## config.mk

```make
export PLATFORM = sky130hd
export DESIGN_NAME = link_buffer
export DESIGN_NICKNAME = d
export VERILOG_FILES = /design/src/rtl/link_buffer.sv
export SDC_FILE = /design/constraint.sdc
export NUM_CORES = 1
export LEC_CHECK = 0
export BUFFER_PORTS_ARGS = -buffer_cell sky130_fd_sc_hd__buf_2
export CAP_MARGIN = 30
export CORE_ASPECT_RATIO = 1.2
export CORE_MARGIN = 2
export CORE_UTILIZATION = 59
export CTS_CLUSTER_SIZE = 28
export DETAILED_ROUTE_END_ITERATION = 10
export PLACE_DENSITY = 0.83
export SKIP_LAST_GASP = 1
export SLEW_MARGIN = 20
export SYNTH_ARGS = -nofsm -noshare
export SYNTH_HDL_FRONTEND = slang
export SYNTH_SLANG_ARGS = --single-unit
export TNS_END_PERCENT = 1
```

## constraint.sdc

```tcl
create_clock -name clk -period 3.9 [get_ports clk]
set_input_delay 0.195 -clock clk [delete_from_list [all_inputs] [get_ports clk]]
set_output_delay 0.195 -clock clk [all_outputs]
set_load 0.02 [all_outputs]
```

## src/rtl/link_buffer.sv

```systemverilog
// link_buffer: circular flit FIFO between a router tx port and a neighbour rx port, with occupancy and delivered-flit statistics
module link_buffer #(
  parameter int ID = -1,
  parameter int SIZE = 8,
  parameter int DEPTH_LOG2 = 2
) (
  input  logic                  clk,
  input  logic                  reset,
  input  logic                  in_req,
  output logic                  in_ack,
  input  logic [SIZE-1:0]       in_data,
  output logic                  out_req,
  input  logic                  out_ack,
  output logic [SIZE-1:0]       out_data,
  output logic [DEPTH_LOG2:0]   occupancy,
  output logic [15:0]           flit_count
);
  localparam int DEPTH = 2 ** DEPTH_LOG2;
  localparam logic [DEPTH_LOG2:0] FULL = (DEPTH_LOG2 + 1)'(DEPTH);

  logic [SIZE-1:0]       mem [DEPTH];
  logic [DEPTH_LOG2-1:0] rd_ptr, wr_ptr;
  logic [DEPTH_LOG2:0]   count;
  logic                  push, pop;

  assign in_ack    = count != FULL;
  assign out_req   = count != '0;
  assign out_data  = out_req ? mem[rd_ptr] : '0;
  assign occupancy = count;
  assign push      = in_req && in_ack;
  assign pop       = out_req && out_ack;

  always_ff @(posedge clk)
    if (push && !reset) mem[wr_ptr] <= in_data;

  always_ff @(posedge clk) begin
    if (reset) begin
      rd_ptr     <= '0;
      wr_ptr     <= '0;
      count      <= '0;
      flit_count <= '0;
    end else begin
      if (push) wr_ptr <= wr_ptr + 1'b1;
      if (pop) rd_ptr <= rd_ptr + 1'b1;
      if (pop) flit_count <= flit_count + 16'd1;
      count <= count + (DEPTH_LOG2 + 1)'(push) - (DEPTH_LOG2 + 1)'(pop);
    end
  end
endmodule

```

* Word-level counts from Yosys, hierarchy flattened
Memory sizes are Yosys's and may differ from the RTL's. A register that Yosys moved wholly into a read port is not among the register bits.
Cells that the tools add are included.
** Storage, ports and cells
- Memories :: 1
- Input port bits :: 12
- Output and inout bits :: 29
- Flip-flop bits (word level) :: 23
- Memory bits (writable) :: 32
** Memory list
- mem :: depth 4, width 8, rd ports 1, clocked after memory_dff 1, write ports 1, RTL line 21 : logic [SIZE-1:0] mem [DEPTH];
** Operators by class
- Reduce and logical (&&, ||, !) cells :: 5
- Muxes and demuxes :: 5
- Add/subtract/negate cells :: 5
- Eq/ne operators :: 1
** Operator list (count)
- adder 16 x 1 -> 16 bit, second input constant :: 1
- 2-to-1 mux 8 bit :: 1
- adder 2 x 1 -> 2 bit, second input constant :: 2
- 2-to-1 mux 2 bit :: 2
- adder 3 x 1 -> 3 bit :: 1
- logical AND 1 bit :: 3
- != test 3 bit, second input constant :: 1
- nonzero test 3 bit :: 1
- subtractor 3 x 1 -> 3 bit :: 1
- 2-to-1 mux 1 bit :: 2
- logical NOT 1 bit :: 1

* Logic depth before layout (Yosys ltp)
Gate-level depths: netlist of the first run.
- Word-level depth :: 5
- Gate-level depth with buffers :: 9

* Worst setup path before layout of the first run
Ideal clock, no wire load.
- Kind :: register to register
- From :: register count[2], in the netlist occupancy[2]
- To :: register count[2], in the netlist occupancy[2]
- Path slack :: 1.469 ns
- Cell stages (with the launch flop) :: 10
- Clock period less this slack :: 2.431 ns
- Arrival :: 2.304 ns
- Cell sequence :: dfxtp_1 -> or3b_2 -> nand2_1 -> ha_1 -> inv_1 -> ha_1 -> fa_1 -> xnor2_1 -> xnor2_1 -> nor2_1
** On the way
- Word-level cells in the longest chain between the ends :: 4
- Elaborated cells between the ends (all ways) :: 6
- Those cells by class :: add/sub (2); eq/ne (1); reduce/logical (3)
** RTL lines
- start, declared :: RTL line 23 : logic [DEPTH_LOG2:0] count;
- start signal, assigned :: RTL line 46 : count <= count + (DEPTH_LOG2 + 1)'(push) - (DEPTH_LOG2 + 1)'(pop);
- != test 3 bit :: RTL line 26 : assign in_ack = count != FULL;
- named net in_ack :: RTL line 10 : output logic in_ack,
- logical AND 1 bit :: RTL line 30 : assign push = in_req && in_ack;
- adder 3 x 1 -> 3 bit :: RTL line 46
- subtractor 3 x 1 -> 3 bit :: RTL line 46
The timed path passes the listed nets, and every way through them passes these cells.
A chain may end at the register's enable or synchronous reset.

* Worst setup path in the final report of the first run
- From :: register count[2], in the netlist occupancy[2]
- To :: register count[2], in the netlist occupancy[2]
** On the way
- Word-level cells in the longest chain between the ends :: 4
- Elaborated cells between the ends (all ways) :: 6
- Those cells by class :: add/sub (2); eq/ne (1); reduce/logical (3)
** RTL lines (RTL line)
- != test 3 bit :: 26
- logical AND 1 bit :: 30
- adder 3 x 1 -> 3 bit :: 46
- subtractor 3 x 1 -> 3 bit * :: 46
Every way passes the cells marked *; elsewhere a longest branch is shown, timed or not.

==> results.tsv, run 1 <==
stage	metric	value	unit
drt	drt drc	0	
worst_setup_path	CP max stage cell	or3b_2	
die	initial core utilization	61.4	%
synthesis	Cells after Synth	180	
clock_network	clock sink total	57	
timing	Worst Clk Skew	0.0105	ns
die	core area	0.00391	mm^2
synthesis	Yosys reg bits	57	
clock_network	CTS tree	yes	
worst_hold_path	worst-case hold path end point	mem[3][5]$_DFFE_PP_	
drt	total routed wirelength	3920	um
worst_setup_path	CP startpoint	occupancy[2]$_SDFF_PP0_	
worst_setup_path	CP Capture Type	flop	
grt	vias in the first global route	1415	
worst_setup_path	Buf/Inv on CP	1	
layout	Layout Area Growth over Synthesis	17.3	%
worst_setup_path	R2R cell count	9	
die	Cell Rows	25	
worst_setup_path	CP delay by family, top	adder cells	
worst_setup_path	crit path launch type	flop	
timing	period utilization	60.7	%
worst_setup_path	crit-path cells	or3b_2 > nand2_1 > ha_1 > inv_1 > ha_1 > fa_1 > xnor2_1 > xnor2_1 > nor2_1	
drt	routed vias/inst	5.21	
worst_setup_path	arrival time at the worst endpoint	2.56	ns
pwr	peak supply drop	0.288	mV
grt	largest net degree at the start of global routing	27	
synthesis	synthesized area per cell	13.3	um^2
synthesis	top_reg_cell synth	edfxtp_1	
synthesis	async set or reset register ratio after synthesis	0	%
grt	total global-route track usage	19.1	%
synthesis	post-synthesis compound-gate area fraction	3.28	%
place	Post-DP Area	0.00264	mm^2
layout	antenna cell count	0	
outcome	status	finished clean	
timing	Slew Viols, Final	0	
drt	post-detailed-route wirelength per cell	13.8	um
timing	FMAX	0.423	GHz
worst_hold_path	Hold Path Class	in2reg	
job	max cap viols	0	
synthesis	top-count cell post-synth	edfxtp_1	
pwr	Total Power	0.00165	W
worst_hold_path	Hold Path Depth	1	
timing	RSZ-0062 raised after global routing	no	
synthesis	top cells by area, synth	edfxtp_1, dfxtp_1, mux4_2	
drt	drt initial violations	34	
synthesis	xor and xnor area share after synthesis	5.47	%
layout	design area	0.00282	mm^2
place	Placed Cells	268	
worst_hold_path	hold wc startpoint	in_data[5]	
drt	Routed Antenna Nets	0	
place	Post-DP HPWL	2710	um
clock_network	# hold bufs at CTS	0	
clock_network	CTS max path bufs	2	
synthesis	sequential area share after synthesis	60.9	%
worst_setup_path	R2R Path End	occupancy[2]$_SDFF_PP0_	
synthesis	Yosys warnings	0	
clock_network	Setup Buffers After CTS	0	
worst_setup_path	Levels on crit path	9	
timing	Tmin final	2.37	ns
synthesis	Synth Cell Area	0.00240	mm^2
clock_network	CTS resizes	0	
synthesis	Yosys top cell area share	40.0	%
layout	nets@finish	245	
timing	TNS Setup	0	ns
timing	Final Hold Violating Endpoints	0	
synthesis	Synth Area in Simple Gates	14.8	%
timing	Slew headroom	62.6	%
worst_setup_path	Worst path max stage delay	0.50	ns
die	Die Wd	62.2	um
synthesis	Unique masters post-synth	33	
die	Die ar.	0.00460	mm^2
pwr	pwr/cell area	587	mW/mm^2
timing	final setup fails	0	
worst_setup_path	flop-to-flop setup slack	1.53	ns
layout	number of fill cells in the layout	280	
grt	first-pass GRT wire length	6410	um
synthesis	adder-cell share of the synthesized area	4.48	%
die	I/O pins	41	
drt	First-pass DRT Iterations	4	
worst_setup_path	CP Max Fanout	6	
clock_network	H-tree depth	3	
place	gp weighted congestion	0.751	
grt	initial antenna violation count	0	
synthesis	Yosys top cell by area	edfxtp_1	
drt	vias after detailed routing	1481	
worst_setup_path	CP required	4.10	ns
die	chip height	73.9	um
pwr	leakage	1.09	nW
layout	share of layout cells above drive strength 1	30.0	%
synthesis	mux contribution to synthesized area	8.39	%
synthesis	most instantiated cells after synthesis	edfxtp_1, dfxtp_1, nor2_1, nor2b_1, xor2_1	
clock_network	Clk pin slew, worst setup/hold paths	0.07	ns
worst_setup_path	r2r startpoint	occupancy[2]$_SDFF_PP0_	
synthesis	Post-synth EDFFs	32	
grt	global route overflow	0	
layout	fin cells	284	
clock_network	clk_lat worst skew	0.32	ns
clock_network	TritonCTS Buffers	9	
worst_setup_path	critical path class	reg2reg	
timing	Worst-Margin Slew	0.560	ns
timing	final hold slack	0.0876	ns
clock_network	CTS root buf	clkbuf_8	
synthesis	largest family of logic cells by synthesized area	simple AND/OR/NAND/NOR gates	
place	# port buffers	40	
synthesis	Net Count, Synth	200	
==> per-layer routing <==
metal,wire (um),share of wire (%),GRT usage [%],vias up
met5,0,0,0,-
met2,2060,53,34.2,36
met4,67,1.7,11.1,0
li1,-,-,-,732
met1,1600,41,20.7,708
met3,186,4.7,5.05,5
==> layout by cell type, fill, tap and decap left out, types with 2 or more instances in the layout <==
cell	instances
a21oi_1	5
and2_1	5
and3_1	3
and4_1	2
buf_2	40
clkbuf_1	2
clkbuf_8	11
dfxtp_1	25
edfxtp_1	32
ha_1	7
inv_1	8
mux4_2	8
nand2_1	7
nand3_1	5
nand4_1	4
nor2_1	18
nor2b_1	11
nor3_1	2
o21ai_0	3
or3_1	2
xnor2_1	5
xor2_1	10
==> worst register-to-register path, stage by stage, from the launching register on <==
cell and delay [ns]:
dfxtp_1 0.45, or3b_2 0.50, nand2_1 0.16, ha_1 0.15
inv_1 0.04, ha_1 0.18, fa_1 0.39, xnor2_1 0.19
xnor2_1 0.14, nor2_1 0.05
==> sequential cells by signal, summed over array words and instances, names as in the netlist, named ones only <==
name,cells
wr_ptr,2
rd_ptr,2
mem,32
occupancy,3
flit_count,16
==> kinds of logic after synthesis <==
kind of cell / count (synthesis)
flip-flops: 57
XOR/XNOR: 15
multiplexers: 10
adder cells (fa/ha/maj): 8
AO/OA/AOI/OAI: 11
AND/OR/NAND/NOR: 64
buffers and inverters: 15
==> metrics by stage <==
step | worst slack, ns | util [%]
2_1_floorplan | 1.47 | -
3_5_place_dp | 1.53 | 67.5
4_1_cts | 1.53 | 72.0
5_1_grt | 1.34 | 72.0
3_3_place_gp | 1.62 | 67.5
6_report | 1.53 | 72.0
==> layout make-up <==
type / instances / area, um^2 / share of cell area, %
clock buffer: 13 / 159 / 5.64
clock inverter: 3 / 16.3 / 0.578
inverter: 8 / 30.0 / 1.07
multi-input combinational: 108 / 873 / 31.0
sequential: 57 / 1460 / 51.9
tap: 54 / 67.6 / 2.40
timing repair buffer: 41 / 208 / 7.38
==> power breakdown <==
part | switching [W] | internal (W) | total [W] | leakage, nW
clock | 0.000208 | 0.000262 | 0.000470 | 0.0871
sequential | 0.0000649 | 0.000691 | 0.000756 | 0.493
combinational | 0.000229 | 0.000197 | 0.000425 | 0.509
total | 0.000501 | 0.00115 | 0.00165 | 1.09
==> worst max-delay path by stage <==
| stage | to | slack, ns |
|---|---|---|
| floorplan | occupancy[2]$_SDFF_PP0_ | 1.47 |
| global placement | occupancy[2]$_SDFF_PP0_ | 1.62 |
| detailed placement | occupancy[2]$_SDFF_PP0_ | 1.53 |
| CTS | occupancy[2]$_SDFF_PP0_ | 1.53 |
| global route | occupancy[2]$_SDFF_PP0_ | 1.34 |
| finish | occupancy[2]$_SDFF_PP0_ | 1.53 |
(Power assumes the default switching activity.)
==> run 2, diff against run 1 <==
--- a/config.mk
+++ b/config.mk
@@ -9,10 +9,10 @@
 export CAP_MARGIN = 30
 export CORE_ASPECT_RATIO = 1.2
 export CORE_MARGIN = 2
-export CORE_UTILIZATION = 59
+export CORE_UTILIZATION = 50
 export CTS_CLUSTER_SIZE = 28
 export DETAILED_ROUTE_END_ITERATION = 10
-export PLACE_DENSITY = 0.83
+export PLACE_DENSITY = 0.75
 export SKIP_LAST_GASP = 1
 export SLEW_MARGIN = 20
 export SYNTH_ARGS = -nofsm -noshare
==> constraint.sdc (replaced) <==
create_clock -name clk -period 2 [get_ports clk]
set_input_delay 0.1 -clock clk [delete_from_list [all_inputs] [get_ports clk]]
set_output_delay 0.1 -clock clk [all_outputs]
set_load 0.02 [all_outputs]
==> run 2 against run 1 <==
  * Wire length increased by 9.9%
  * Sequential cell count is the same
  * Global-route usage fell by 0.97 points
  * Count of clock-buffer cells in the layout fell by 2
  * Clock power grew 110%
  * Worst setup slack worse by 1.5 ns
  * Sequential share of layout area fell by 3.5 points
  * Critical endpoint unchanged
  * Cell count grew 7.7%
  * Largest power group unchanged
  * Core utilization shrank 5.7 points
  * Non-clock buffer count grew 18
==> results.tsv, run 2 (synthesis gave the netlist of run 1 again) <==
stage	metric	value	unit
worst_setup_path	crit path launch type	flop	
timing	period utilization	97.9	%
grt	initial antenna violation count	0	
drt	routed vias/inst	5.13	
drt	drt initial violations	44	
grt	total global-route track usage	18.1	%
timing	Tmin final	1.96	ns
clock_network	clk_lat worst skew	0.33	ns
die	initial core utilization	52.2	%
worst_setup_path	CP Capture Type	flop	
timing	Slew headroom	72.5	%
worst_setup_path	crit-path cells	o31a_4 > ha_4 > inv_2 > ha_4 > fa_2 > xnor2_2 > xnor2_1 > nor2_1	
outcome	status	finished clean	
grt	largest net degree at the start of global routing	26	
layout	max reg flops	32	
timing	final setup fails	0	
grt	global route overflow	0	
timing	Slew Viols, Final	0	
worst_hold_path	Hold Path Class	in2reg	
die	I/O pins	41	
worst_setup_path	CP delay by family, top	adder cells	
layout	fin cells	306	
timing	FMAX	0.510	GHz
timing	TNS Setup	0	ns
place	gp weighted congestion	0.742	
worst_setup_path	arrival time at the worst endpoint	2.17	ns
drt	post-detailed-route wirelength per cell	14.1	um
layout	antenna cell count	0	
worst_setup_path	CP max stage cell	o31a_4	
timing	Final Hold Violating Endpoints	0	
clock_network	CTS max path bufs	2	
layout	commonest non-fill, non-tap cells in the layout	buf_2, edfxtp_1, dfxtp_1, nor2_1	
worst_setup_path	critical path class	reg2reg	
place	# port buffers	40	
pwr	pwr/cell area	1140	mW/mm^2
pwr	leakage	1.19	nW
worst_setup_path	most used cell, CP	ha_4	
layout	number of fill cells in the layout	356	
worst_setup_path	Worst path max stage delay	0.36	ns
job	max cap viols	0	
clock_network	CTS tree	yes	
drt	total routed wirelength	4310	um
place	Placed Cells	281	
drt	vias after detailed routing	1570	
timing	Worst Clk Skew	0.00958	ns
die	core area	0.00459	mm^2
pwr	peak supply drop	0.875	mV
die	Die ar.	0.00537	mm^2
worst_setup_path	CP required	2.21	ns
clock_network	clock sink total	57	
layout	Largest Register	mem	
die	Cell Rows	27	
layout	Layout Area Growth over Synthesis	26.9	%
die	chip height	79.9	um
layout	nets@finish	263	
layout	share of layout cells above drive strength 1	35.5	%
drt	First-pass DRT Iterations	4	
place	Post-DP HPWL	2950	um
grt	first-pass GRT wire length	7030	um
die	Die Wd	67.2	um
drt	Routed Antenna Nets	0	
grt	vias in the first global route	1513	
clock_network	Clk pin slew, worst setup/hold paths	0.06	ns
drt	drt drc	0	
worst_setup_path	Buf/Inv on CP	1	
layout	commonest non-fill, non-tap cell in the layout	buf_2	
timing	Worst-Margin Slew	0.413	ns
pwr	Total Power	0.00348	W
clock_network	TritonCTS Buffers	9	
clock_network	CTS root buf	clkbuf_8	
clock_network	H-tree depth	3	
worst_setup_path	CP Max Fanout	4	
-- run 2: worst paths after layout --
path,end,from,slack (ns),depth (start not counted)
worst max-delay path,occupancy[2]$_SDFF_PP0_,occupancy[0]$_SDFF_PP0_,0.04,8
worst min-delay path,wr_ptr[1]$_SDFFE_PP0P_,in_req,0.09,3
worst max register to register,occupancy[2]$_SDFF_PP0_,occupancy[0]$_SDFF_PP0_,0.04,8
worst min register to register,flit_count[15]$_SDFFE_PP0P_,flit_count[15]$_SDFFE_PP0P_,0.48,2
-- run 2: final cells by class --
class | instances | area, um^2 | area share [%]
multi-input cells | 108 | 926 | 30.4
clock buffers | 11 | 131 | 4.32
inverters | 8 | 30.0 | 0.986
flip-flops and latches | 57 | 1470 | 48.4
well taps | 58 | 72.6 | 2.38
repair buffers | 59 | 363 | 11.9
clock inverters | 5 | 48.8 | 1.60
-- run 2: tightest hold or removal path: stages --
cell     delay (ns)
buf_2          0.13
nand3_1        0.08
a21oi_1        0.05
-- run 2: stage by stage --
stage                     setup slack [ns]  area (um^2)  hold slack, ns  utilization (%)
after global routing               -0.0200         3040          0.0913             66.3
after detailed placement          -0.00870         2760           0.317             60.2
after CTS                          0.00592         3030          0.0520             66.0
after floorplan                     -0.120         2460           0.199                -
final                               0.0411         3040          0.0893             66.3
after global placement              0.0353         2760           0.317             60.2
-- run 2: metal layers --
layer,share of wire [%],global-route usage [%]
met1,43,22.7
met2,51,28.6
met3,4.7,5.92
met4,2.0,7.35
met5,0,0
-- run 2: repair_timing --
item                                   4_1_cts  5_1_grt
endpoints found under the hold margin       32        0
hold buffers                                 8        0
pin swaps                                    1        2
setup endpoints to repair                    1        1
resized for setup                            1        1
setup buffers                                0        1
-- run 2: power by group --
| group | switching [W] | internal (W) |
|---|---|---|
| Sequential | 0.0000740 | 0.00136 |
| Clock | 0.000420 | 0.000564 |
| Combinational | 0.000557 | 0.000509 |
| Total | 0.00105 | 0.00243 |
==> run 3, diff against run 2 <==
--- a/config.mk
+++ b/config.mk
@@ -12,7 +12,9 @@
 export CORE_UTILIZATION = 50
 export CTS_CLUSTER_SIZE = 28
 export DETAILED_ROUTE_END_ITERATION = 10
+export MAX_ROUTING_LAYER = met4
 export PLACE_DENSITY = 0.75
+export RECOVER_POWER = 25
 export SKIP_LAST_GASP = 1
 export SLEW_MARGIN = 20
 export SYNTH_ARGS = -nofsm -noshare
==> run 3 against run 2 <==
  * Non-clock buffer count did not move
  * Combinational power barely moved
  * Core utilization fell by 0.22 points
  * Sequential cell count did not move
  * Maximum frequency barely moved
  * First-iteration DRC count rose by 32%
  * Sequential power barely moved
  * Highest routed layer unchanged
==> results.tsv, run 3 (synthesis gave the netlist of run 1 again) <==
stage	metric	value	unit
drt	vias after detailed routing	1577	
drt	post-detailed-route wirelength per cell	14.0	um
drt	Routed Antenna Nets	0	
clock_network	clk_lat worst skew	0.33	ns
timing	Final Hold Violating Endpoints	0	
worst_setup_path	CP Max Fanout	4	
timing	TNS Setup	0	ns
place	Post-DP HPWL	2950	um
worst_setup_path	Worst path max stage delay	0.36	ns
worst_setup_path	CP Capture Type	flop	
die	initial core utilization	52.2	%
grt	initial antenna violation count	0	
place	# port buffers	40	
pwr	pwr/cell area	1150	mW/mm^2
timing	Tmin final	1.96	ns
layout	Layout Area Growth over Synthesis	26.4	%
grt	global route overflow	0	
worst_setup_path	Buf/Inv on CP	1	
worst_setup_path	CP delay by family, top	adder cells	
die	chip height	79.9	um
layout	share of layout cells above drive strength 1	32.3	%
grt	total global-route track usage	18.6	%
die	Die ar.	0.00537	mm^2
pwr	Internal	0.00243	W
drt	First-pass DRT Iterations	4	
worst_hold_path	hold wc startpoint	in_req	
worst_setup_path	crit-path cells	o31a_4 > ha_4 > inv_2 > ha_4 > fa_2 > xnor2_2 > xnor2_1 > nor2_1	
timing	Worst-Margin Slew	0.408	ns
clock_network	Clk pin slew, worst setup/hold paths	0.06	ns
outcome	status	finished clean	
die	Cell Rows	27	
pwr	peak supply drop	0.875	mV
layout	max reg flops	32	
worst_setup_path	r2r startpoint	occupancy[0]$_SDFF_PP0_	
die	Die Wd	67.2	um
clock_network	CTS tree	yes	
timing	FMAX	0.510	GHz
layout	nets@finish	263	
layout	antenna cell count	0	
timing	Slew headroom	72.8	%
worst_setup_path	CP max stage cell	o31a_4	
drt	total routed wirelength	4290	um
die	core area	0.00459	mm^2
timing	final setup fails	0	
die	I/O pins	41	
clock_network	H-tree depth	3	
pwr	sequential share of power	41.2	%
worst_setup_path	arrival time at the worst endpoint	2.17	ns
layout	Largest Register	mem	
worst_setup_path	critical path class	reg2reg	
worst_setup_path	CP startpoint	occupancy[0]$_SDFF_PP0_	
grt	vias in the first global route	1508	
timing	period utilization	97.9	%
grt	first-pass GRT wire length	7040	um
pwr	Clk pwr share	28.3	%
worst_hold_path	Hold Path Class	in2reg	
clock_network	CTS root buf	clkbuf_8	
worst_setup_path	CP required	2.21	ns
drt	drt initial violations	58	
worst_setup_path	crit path launch type	flop	
timing	final hold slack	0.0892	ns
pwr	combinational power share	30.6	%
timing	Worst Clk Skew	0.00979	ns
place	gp weighted congestion	0.752	
pwr	leakage	1.17	nW
drt	drt drc	0	
worst_setup_path	most used cell, CP	ha_4	
pwr	sw power	0.00105	W
job	max cap viols	0	
grt	largest net degree at the start of global routing	26	
timing	Slew Viols, Final	0	
pwr	Net Sw Frac	30.2	%
layout	commonest non-fill, non-tap cells in the layout	buf_2, edfxtp_1, dfxtp_1, nor2_1	
clock_network	clock sink total	57	
drt	routed vias/inst	5.15	
clock_network	CTS max path bufs	2	
clock_network	TritonCTS Buffers	9	
[run 3: repair_timing]
action	in CTS	in global routing
hold buffers	8	0
gates cloned	0	0
resized for setup	1	1
endpoints found under the hold margin	32	0
buffers inserted	0	1
pin swaps	1	2
setup endpoints to repair	1	1
[run 3: path summary, 6_finish.rpt]
| kind | end | slack [ns] | cells after the start |
|---|---|---|---|
| min reg2reg | flit_count[15]$_SDFFE_PP0P_ | 0.48 | 2 |
| min | wr_ptr[1]$_SDFFE_PP0P_ | 0.09 | 3 |
| max reg2reg | occupancy[2]$_SDFF_PP0_ | 0.04 | 8 |
| max | occupancy[2]$_SDFF_PP0_ | 0.04 | 8 |
[run 3: per-layer routing]
layer	part of all wire [%]	vias to the layer above	track usage [%]
li1	-	771	-
met5	0	-	-
met1	42	759	22.9
met2	51	36	28.5
met3	4.9	11	5.92
met4	2.0	0	7.35
[run 3: per-stage QoR]
| stage | util [%] | power, W | worst slack (ns) | cell area (um^2) | cells |
|---|---|---|---|---|---|
| 2_1_floorplan | - | 0.00217 | -0.120 | 2460 | 180 |
| 3_3_place_gp | 60.2 | 0.00247 | 0.0353 | 2760 | 281 |
| 3_5_place_dp | 60.2 | 0.00250 | -0.00870 | 2760 | 281 |
| 4_1_cts | 66.0 | 0.00351 | 0.00592 | 3030 | 305 |
| 5_1_grt | 66.0 | 0.00366 | -0.0200 | 3030 | 306 |
| 6_report | 66.0 | 0.00348 | 0.0411 | 3030 | 306 |
[run 3: cell type report]
type                            instances  area, um^2
Inverter                                8        30.0
Multi-Input combinational cell        108         926
Fill cell                             362        1560
Sequential cell                        57        1470
Clock inverter                          5        48.8
Clock buffer                           11         131
Tap cell                               58        72.6
Timing Repair Buffer                   59         353
[run 3: worst min-delay path, delay by kind of cell]
| family | cells | cell delay (ns) |
|---|---|---|
| simple gates | 1 | 0.08 |
| compound gates | 1 | 0.05 |
| buf+inv | 1 | 0.13 |
[run 3: power by group through the flow]
stage | Sequential [W] | Clock [W] | Combinational (W)
after CTS | 0.00143 | 0.00101 | 0.00107
after global placement | 0.00145 | 0 | 0.00103
after global routing | 0.00144 | 0.00106 | 0.00116
after detailed placement | 0.00145 | 0 | 0.00105
after floorplan | 0.00149 | 0 | 0.000671
final | 0.00143 | 0.000984 | 0.00106
